===== src/rtl/mul16_seq_pkg.sv =====
`default_nettype none
// ============================================================================
// Package     : mul_pkg
// Description : Shared widths, state encoding and helpers for mul16_seq.
//               Optional feature macro: MUL16_SIGNED_EN (see mul16_seq).
// Revision    : 1.0 - initial release
// ============================================================================
package mul_pkg;

  localparam int HALF_W = 8;

  typedef enum logic [1:0] {
    IDLE = 2'd0,
    MUL  = 2'd1,
    DONE = 2'd2
  } mul_state_t;

  typedef logic [2*HALF_W-1:0] mul_op_t;
  typedef logic [4*HALF_W-1:0] mul_res_t;

  // Two's-complement magnitude; the most negative value maps onto itself,
  // which is exactly its magnitude when read back as unsigned.
  function automatic mul_op_t mag(input mul_op_t v);
    return v[2*HALF_W-1] ? mul_op_t'(-v) : v;
  endfunction

endpackage
`default_nettype wire


===== src/rtl/mul16_seq_if.sv =====
`default_nettype none
// ============================================================================
// Interface   : mul16_seq_if
// Description : Operand/product handshake bundle for mul16_seq.
// Revision    : 1.0 - initial release
// ============================================================================
interface mul16_seq_if;
  import mul_pkg::*;

  logic     in_valid;
  logic     in_ready;
  mul_op_t  op_a;
  mul_op_t  op_b;
  logic     out_valid;
  logic     out_ready;
  mul_res_t product;
  logic     busy;

  modport master (
    output in_valid, op_a, op_b, out_ready,
    input  in_ready, out_valid, product, busy
  );

  modport slave (
    input  in_valid, op_a, op_b, out_ready,
    output in_ready, out_valid, product, busy
  );
endinterface
`default_nettype wire


===== src/rtl/mul16_seq_core.sv =====
`default_nettype none
// ============================================================================
// Module      : mul8_core
// Description : Unsigned W x W combinational multiplier, 2W-bit product.
// Revision    : 1.0 - initial release
// ============================================================================
module mul8_core #(
  parameter int W = 8
) (
  input  wire logic [W-1:0]   i_a,
  input  wire logic [W-1:0]   i_b,
  output logic      [2*W-1:0] o_p
);
  assign o_p = (2*W)'(i_a) * (2*W)'(i_b);
endmodule
`default_nettype wire


===== src/rtl/mul16_seq.sv =====
`default_nettype none
// ============================================================================
// Module      : mul16_seq
// Description : 16x16->32 multiply built from four passes through one 8x8
//               core. Macro MUL16_SIGNED_EN enables two's-complement operands.
// Revision    : 1.0 - initial release
// ============================================================================
module mul16_seq
  import mul_pkg::*;
(
  input  wire logic    clk,
  input  wire logic    rst,
  mul16_seq_if.slave   bus
);

  localparam logic [1:0] S_IDLE = 2'(IDLE);
  localparam logic [1:0] S_MUL  = 2'(MUL);
  localparam logic [1:0] S_DONE = 2'(DONE);

  logic [1:0]          r_state;
  logic [1:0]          r_step;
  mul_op_t             r_a;
  mul_op_t             r_b;
  mul_res_t            r_acc;
  mul_res_t            r_product;

  logic [HALF_W-1:0]   w_core_a;
  logic [HALF_W-1:0]   w_core_b;
  logic [2*HALF_W-1:0] w_core_p;
  logic [4:0]          w_shift;
  mul_res_t            w_term;
  mul_res_t            w_sum;
  mul_res_t            w_result;
  mul_op_t             w_lat_a;
  mul_op_t             w_lat_b;

  // step[0] picks the high byte of a, step[1] the high byte of b
  assign w_core_a = r_step[0] ? r_a[2*HALF_W-1:HALF_W] : r_a[HALF_W-1:0];
  assign w_core_b = r_step[1] ? r_b[2*HALF_W-1:HALF_W] : r_b[HALF_W-1:0];

  mul8_core #(.W(HALF_W)) u_core (
    .i_a (w_core_a),
    .i_b (w_core_b),
    .o_p (w_core_p)
  );

  // Byte weight of the partial product: 0, 8, 8, 16 for steps 0..3
  assign w_shift = {&r_step, ^r_step, 3'b000};
  assign w_term  = mul_res_t'(w_core_p) << w_shift;
  assign w_sum   = r_acc + w_term;

`ifdef MUL16_SIGNED_EN
  logic r_neg;

  assign w_lat_a  = mag(bus.op_a);
  assign w_lat_b  = mag(bus.op_b);
  assign w_result = r_neg ? mul_res_t'(-w_sum) : w_sum;

  always_ff @(posedge clk) begin
    if (rst) begin
      r_neg <= 1'b0;
    end else if (r_state == S_IDLE && bus.in_valid) begin
      r_neg <= bus.op_a[2*HALF_W-1] ^ bus.op_b[2*HALF_W-1];
    end
  end
`else
  assign w_lat_a  = bus.op_a;
  assign w_lat_b  = bus.op_b;
  assign w_result = w_sum;
`endif

  always_ff @(posedge clk) begin
    if (rst) begin
      r_state   <= S_IDLE;
      r_step    <= 2'd0;
      r_a       <= '0;
      r_b       <= '0;
      r_acc     <= '0;
      r_product <= '0;
    end else begin
      case (r_state)
        S_IDLE: begin
          if (bus.in_valid) begin
            r_a     <= w_lat_a;
            r_b     <= w_lat_b;
            r_acc   <= '0;
            r_step  <= 2'd0;
            r_state <= S_MUL;
          end
        end
        S_MUL: begin
          r_acc  <= w_sum;
          r_step <= r_step + 2'd1;
          if (r_step == 2'd3) begin
            r_product <= w_result;
            r_state   <= S_DONE;
          end
        end
        S_DONE: begin
          if (bus.out_ready) begin
            r_state <= S_IDLE;
          end
        end
        default: r_state <= S_IDLE;
      endcase
    end
  end

  assign bus.in_ready  = (r_state == S_IDLE);
  assign bus.out_valid = (r_state == S_DONE);
  assign bus.busy      = (r_state == S_MUL) || (r_state == S_DONE);
  assign bus.product   = r_product;

endmodule
`default_nettype wire


===== src/flat_wrapper.sv =====
// flat-port wrapper written by rule: the top's interface ports become plain ports
module mul16_seq_flat import mul_pkg::*;
  (clk, rst, bus_in_valid, bus_op_a, bus_op_b, bus_out_ready, bus_in_ready, bus_out_valid, bus_product, bus_busy);
  mul16_seq_if bus_i ();
  input  wire logic clk;
  input  wire logic rst;
  input wire logic [$bits(bus_i.in_valid)-1:0] bus_in_valid;
  input wire logic [$bits(bus_i.op_a)-1:0] bus_op_a;
  input wire logic [$bits(bus_i.op_b)-1:0] bus_op_b;
  input wire logic [$bits(bus_i.out_ready)-1:0] bus_out_ready;
  output wire logic [$bits(bus_i.in_ready)-1:0] bus_in_ready;
  output wire logic [$bits(bus_i.out_valid)-1:0] bus_out_valid;
  output wire logic [$bits(bus_i.product)-1:0] bus_product;
  output wire logic [$bits(bus_i.busy)-1:0] bus_busy;
  assign bus_i.in_valid = bus_in_valid;
  assign bus_i.op_a = bus_op_a;
  assign bus_i.op_b = bus_op_b;
  assign bus_i.out_ready = bus_out_ready;
  assign bus_in_ready = bus_i.in_ready;
  assign bus_out_valid = bus_i.out_valid;
  assign bus_product = bus_i.product;
  assign bus_busy = bus_i.busy;
  mul16_seq u_core (.clk(clk), .rst(rst), .bus(bus_i));
endmodule

===== config.mk =====
export PLATFORM = sky130hd
export DESIGN_NAME = mul16_seq_flat
export DESIGN_NICKNAME = d
export VERILOG_FILES = /design/src/rtl/mul16_seq_pkg.sv /design/src/rtl/mul16_seq_if.sv /design/src/rtl/mul16_seq_core.sv /design/src/rtl/mul16_seq.sv /design/src/flat_wrapper.sv
export SDC_FILE = /design/constraint.sdc
export NUM_CORES = 1
export LEC_CHECK = 0
export ABC_AREA = 1
export BUFFER_PORTS_ARGS = -buffer_cell sky130_fd_sc_hd__buf_2
export CORE_MARGIN = 4
export CORE_UTILIZATION = 66
export DETAILED_ROUTE_END_ITERATION = 6
export PLACE_DENSITY_LB_ADDON = 0.25
export RECOVER_POWER = 50
export SYNTH_ARGS = -nofsm -noshare
export SYNTH_HDL_FRONTEND = slang
export SYNTH_SLANG_ARGS = --single-unit

===== constraint.sdc =====
create_clock -name clk -period 18.3 [get_ports clk]
set_clock_uncertainty 0.05 [all_clocks]
set_input_delay 3.66 -clock clk [delete_from_list [all_inputs] [get_ports clk]]
set_output_delay 3.66 -clock clk [all_outputs]
set_load 0.02 [all_outputs]

==> run summary <==
The area of all placed cells without fillers is 8700 µm². The layer flagged by global routing as most heavily used is met1. The die footprint came out at 14000 µm². The count of TritonRoute iterations in the first routing pass is 6. The height of the die came out at about 120 µm. The flow ran to the end, but the final reports show violations. The ratio of cells with drive above 1 in the final layout is 7.85%.

The final-report hold violation count is 0. The die boundary width came out at around 120 µm. For the pin with the worst max-slew slack, the measured transition is 2.82 ns. The global-route met3 utilization is under 10%.

The worst slew slack as a fraction of its limit is -88.0%. For this run, the total global-route usage over all layers was measured as 30.2%. The final wirelength is 21000 µm. Summed over all nets, the half-perimeter wirelength after detailed placement is 16200 µm.

The hold buffer count at CTS is 0. The number of buffers inserted by port buffering is 70. The total setup buffers inserted after CTS came out at 0. The critical path's slowest cell is sky130_fd_sc_hd__dfxtp_1. In the final routed layout, each cell accounts on average for 15.2 µm. The critical path's most frequent cell is sky130_fd_sc_hd__nand2_1. The arrival time of the worst setup path came out at around 7.6 ns.

The worst supply voltage drop on vdd came out at 135 µV. The worst hold path depth is 2. Timing would allow up to roughly 130 MHz.

The initial antenna violation count came to 0. Among all flip-flop cells after synthesis, the most frequent one is sky130_fd_sc_hd__dfxtp_1. After technology mapping, the gate count stands at 1181. Entering global routing, the biggest net connects 65 pins. The mean instance size in the synthesized netlist is 6.80 µm². Counting along the longest clock path gives a buffer depth of 2. The number of failing setup endpoints in the final timing report is 0.

The completed layout was analyzed and its total power is 1.06 mW. The count of routing violations after the opening detailed-route iteration came out at 777. The worst reg2reg path depth came out at 32.

The first-pass GRT wire length is 34400 µm. In this run, synthesis inferred 0 flip-flops with an integrated enable. The I/O pin count came out at between 70 and 80.

The critical path contains buffers and inverters numbering 4 combined. The count of non-filler cells in the finished layout came out at 1382. The final setup slack of the worst path came out at roughly 11 ns.

STA classifies the critical path startpoint as a register. The endpoint required time on the critical path is 18.50 ns. The critical path is of the reg -> reg type.

Hold is met by ~0.42 ns. The flip-flop and latch count after synthesis is 100. Of all nets on the critical path, the largest fanout is 12. In this run the worst hold path is classified as reg -> reg. The number of antenna diodes came out at 0. The leakage power summed over all cells is 4.35 nW. The count of synthesis-stage warnings from yosys came out at 0. The synthesized cell area came out at 8030 µm².

The number of maximum-capacitance constraint violations is 1. In the global route stage, met1 resource usage came out at 45.2%. Global routing finished with a remaining overflow of 0. Setup repair after global routing left no endpoint under its margin. The post-route antenna net violation count came out at 0.

The met2 usage in global routing came out at 44.1%. The final critical path takes up 40.6% of the cycle. Counting distinct cell types in the post-synthesis netlist gives 39.

The CTS tree is done. When the netlist entered floorplanning its net count stood at roughly 1300. The area growth from synthesis to layout is 8.32%. The total of fill cells in the finished design came out at 1049. For this run, the share of the core covered by cells in the final layout is 72.7%.

The post-placement cell area is 8460 µm². The number of cells after detailed placement is 1366. The final number of max-transition violations is 65.

After clock tree synthesis, the repair step resized 0 gates. The clock network latency to the later pin of the worst-skew pair came out at 0.36 ns. In this run, CTS created clock tree buffers numbering 9. The DRC violation count after routing came out at 0.

The element type at the critical path end is a register. In the final timing run, aggregate negative setup slack is 0 ns. The via count of the first global-routing pass came out at 6998. Of all flip-flops after synthesis, the portion carrying an async set or reset was 0%.

In this design, the largest share of critical-path delay is due to adder cells. The average vias per placed instance is 5.60. The root buffer selected by CTS is sky130_fd_sc_hd__clkbuf_16. The net count of the finished layout is about 1400.

The via total after detailed routing is 7734. The worst setup slack before clock tree synthesis came out at roughly 11 ns. The area of the core is 12000 µm².

The tree built by TritonCTS fans out to 100 sinks. In the layout the commonest cells are 251 x sky130_fd_sc_hd__nor2_1, 206 x sky130_fd_sc_hd__nand2_1, 146 x sky130_fd_sc_hd__inv_1, 100 x sky130_fd_sc_hd__dfxtp_1, 83 x sky130_fd_sc_hd__o21ai_0. The number of H-tree levels came out at 3.

Once the floorplan was initialized, standard cells occupied 67.2% of the core. Leaving out fill and tap cells, the most frequent cell in the layout is sky130_fd_sc_hd__nor2_1. The sequential share of the synthesized area is 24.9%. Routability-driven placement finished with a final weighted congestion of 0.988. The clock-pin slew of the registers on the worst-case setup and hold paths came out at 0.08 ns.

The power per unit of standard cell area came out at 122 nW/µm². The checks that failed: capacitance limit, slew limit. The largest stage delay on the critical path came out at 0.68 ns. Row generation in the floorplan step produced 40 rows.

The total number of cells along the worst setup path came out at 32. The clock period minus worst slack is 7.43 ns.
cell families (layout without fill, tap and decap cells):
kind of cell	Yosys count	after routing	synth area share [%]
multiplexers	12	12	1.50
AND/OR/NAND/NOR	541	541	27.4
flip-flops	100	100	24.9
buffers and inverters	188	242	8.86
AO/OA/AOI/OAI	201	201	13.6
XOR/XNOR	31	31	3.38
adder cells (fa/ha/maj)	108	108	20.3
synth_stat cells (all sizes together), types with 12 or more instances:
master,n,area (µm²)
ha,71,888
inv,150,563
o21ai,99,507
fa,37,741
clkbuf,32,120
xor2,27,236
nor2,255,965
or2,21,131
mux2i,12,120
dfxtp,100,2000
nand3,37,195
a21oi,76,395
nand2,210,798
registers in the layout, summed over array words and instances, names as in the netlist:
| register | flops |
|---|---|
| u_core.bus.product | 32 |
| u_core.r_a | 16 |
| u_core.r_acc | 32 |
| u_core.r_b | 16 |
| u_core.r_state | 2 |
| u_core.r_step | 2 |
worst min-delay path, stage by stage, from the launching register on:
cell	delay, ns
sky130_fd_sc_hd__dfxtp_1	0.32
sky130_fd_sc_hd__nand2_1	0.06
sky130_fd_sc_hd__a21oi_1	0.05
cell type report:
cell class,instances,area [µm²],area share (%)
flip-flops and latches,100,2000,23.0
multi-input cells,893,5320,61.2
well taps,147,184,2.11
clock buffers,9,225,2.59
repair buffers,74,333,3.83
clock inverters,7,65.1,0.748
inverters,152,571,6.56
report_power, final:
| part | switching (mW) | leakage, nW | internal [mW] |
|---|---|---|---|
| clock network | 0.0966 | 0.141 | 0.0960 |
| registers | 0.0227 | 0.813 | 0.247 |
| logic | 0.411 | 3.39 | 0.186 |
| total | 0.530 | 4.35 | 0.529 |
path summary, 6_finish.rpt:
check,endpoint,slack (ns),startpoint
min reg2reg,u_core.r_acc[0],0.42,u_core.r_acc[0]
max,u_core.r_acc[20],10.87,u_core.r_step[0]
min,u_core.r_acc[0],0.42,u_core.r_acc[0]
max reg2reg,u_core.r_acc[20],10.87,u_core.r_step[0]
per-layer routing:
metal	vias up	wire, µm
met5	-	0
met4	0	379
met3	37	1870
met2	313	8910
met1	3528	9870
li1	3856	-
No activity file was read; power rests on OpenSTA's default activity.
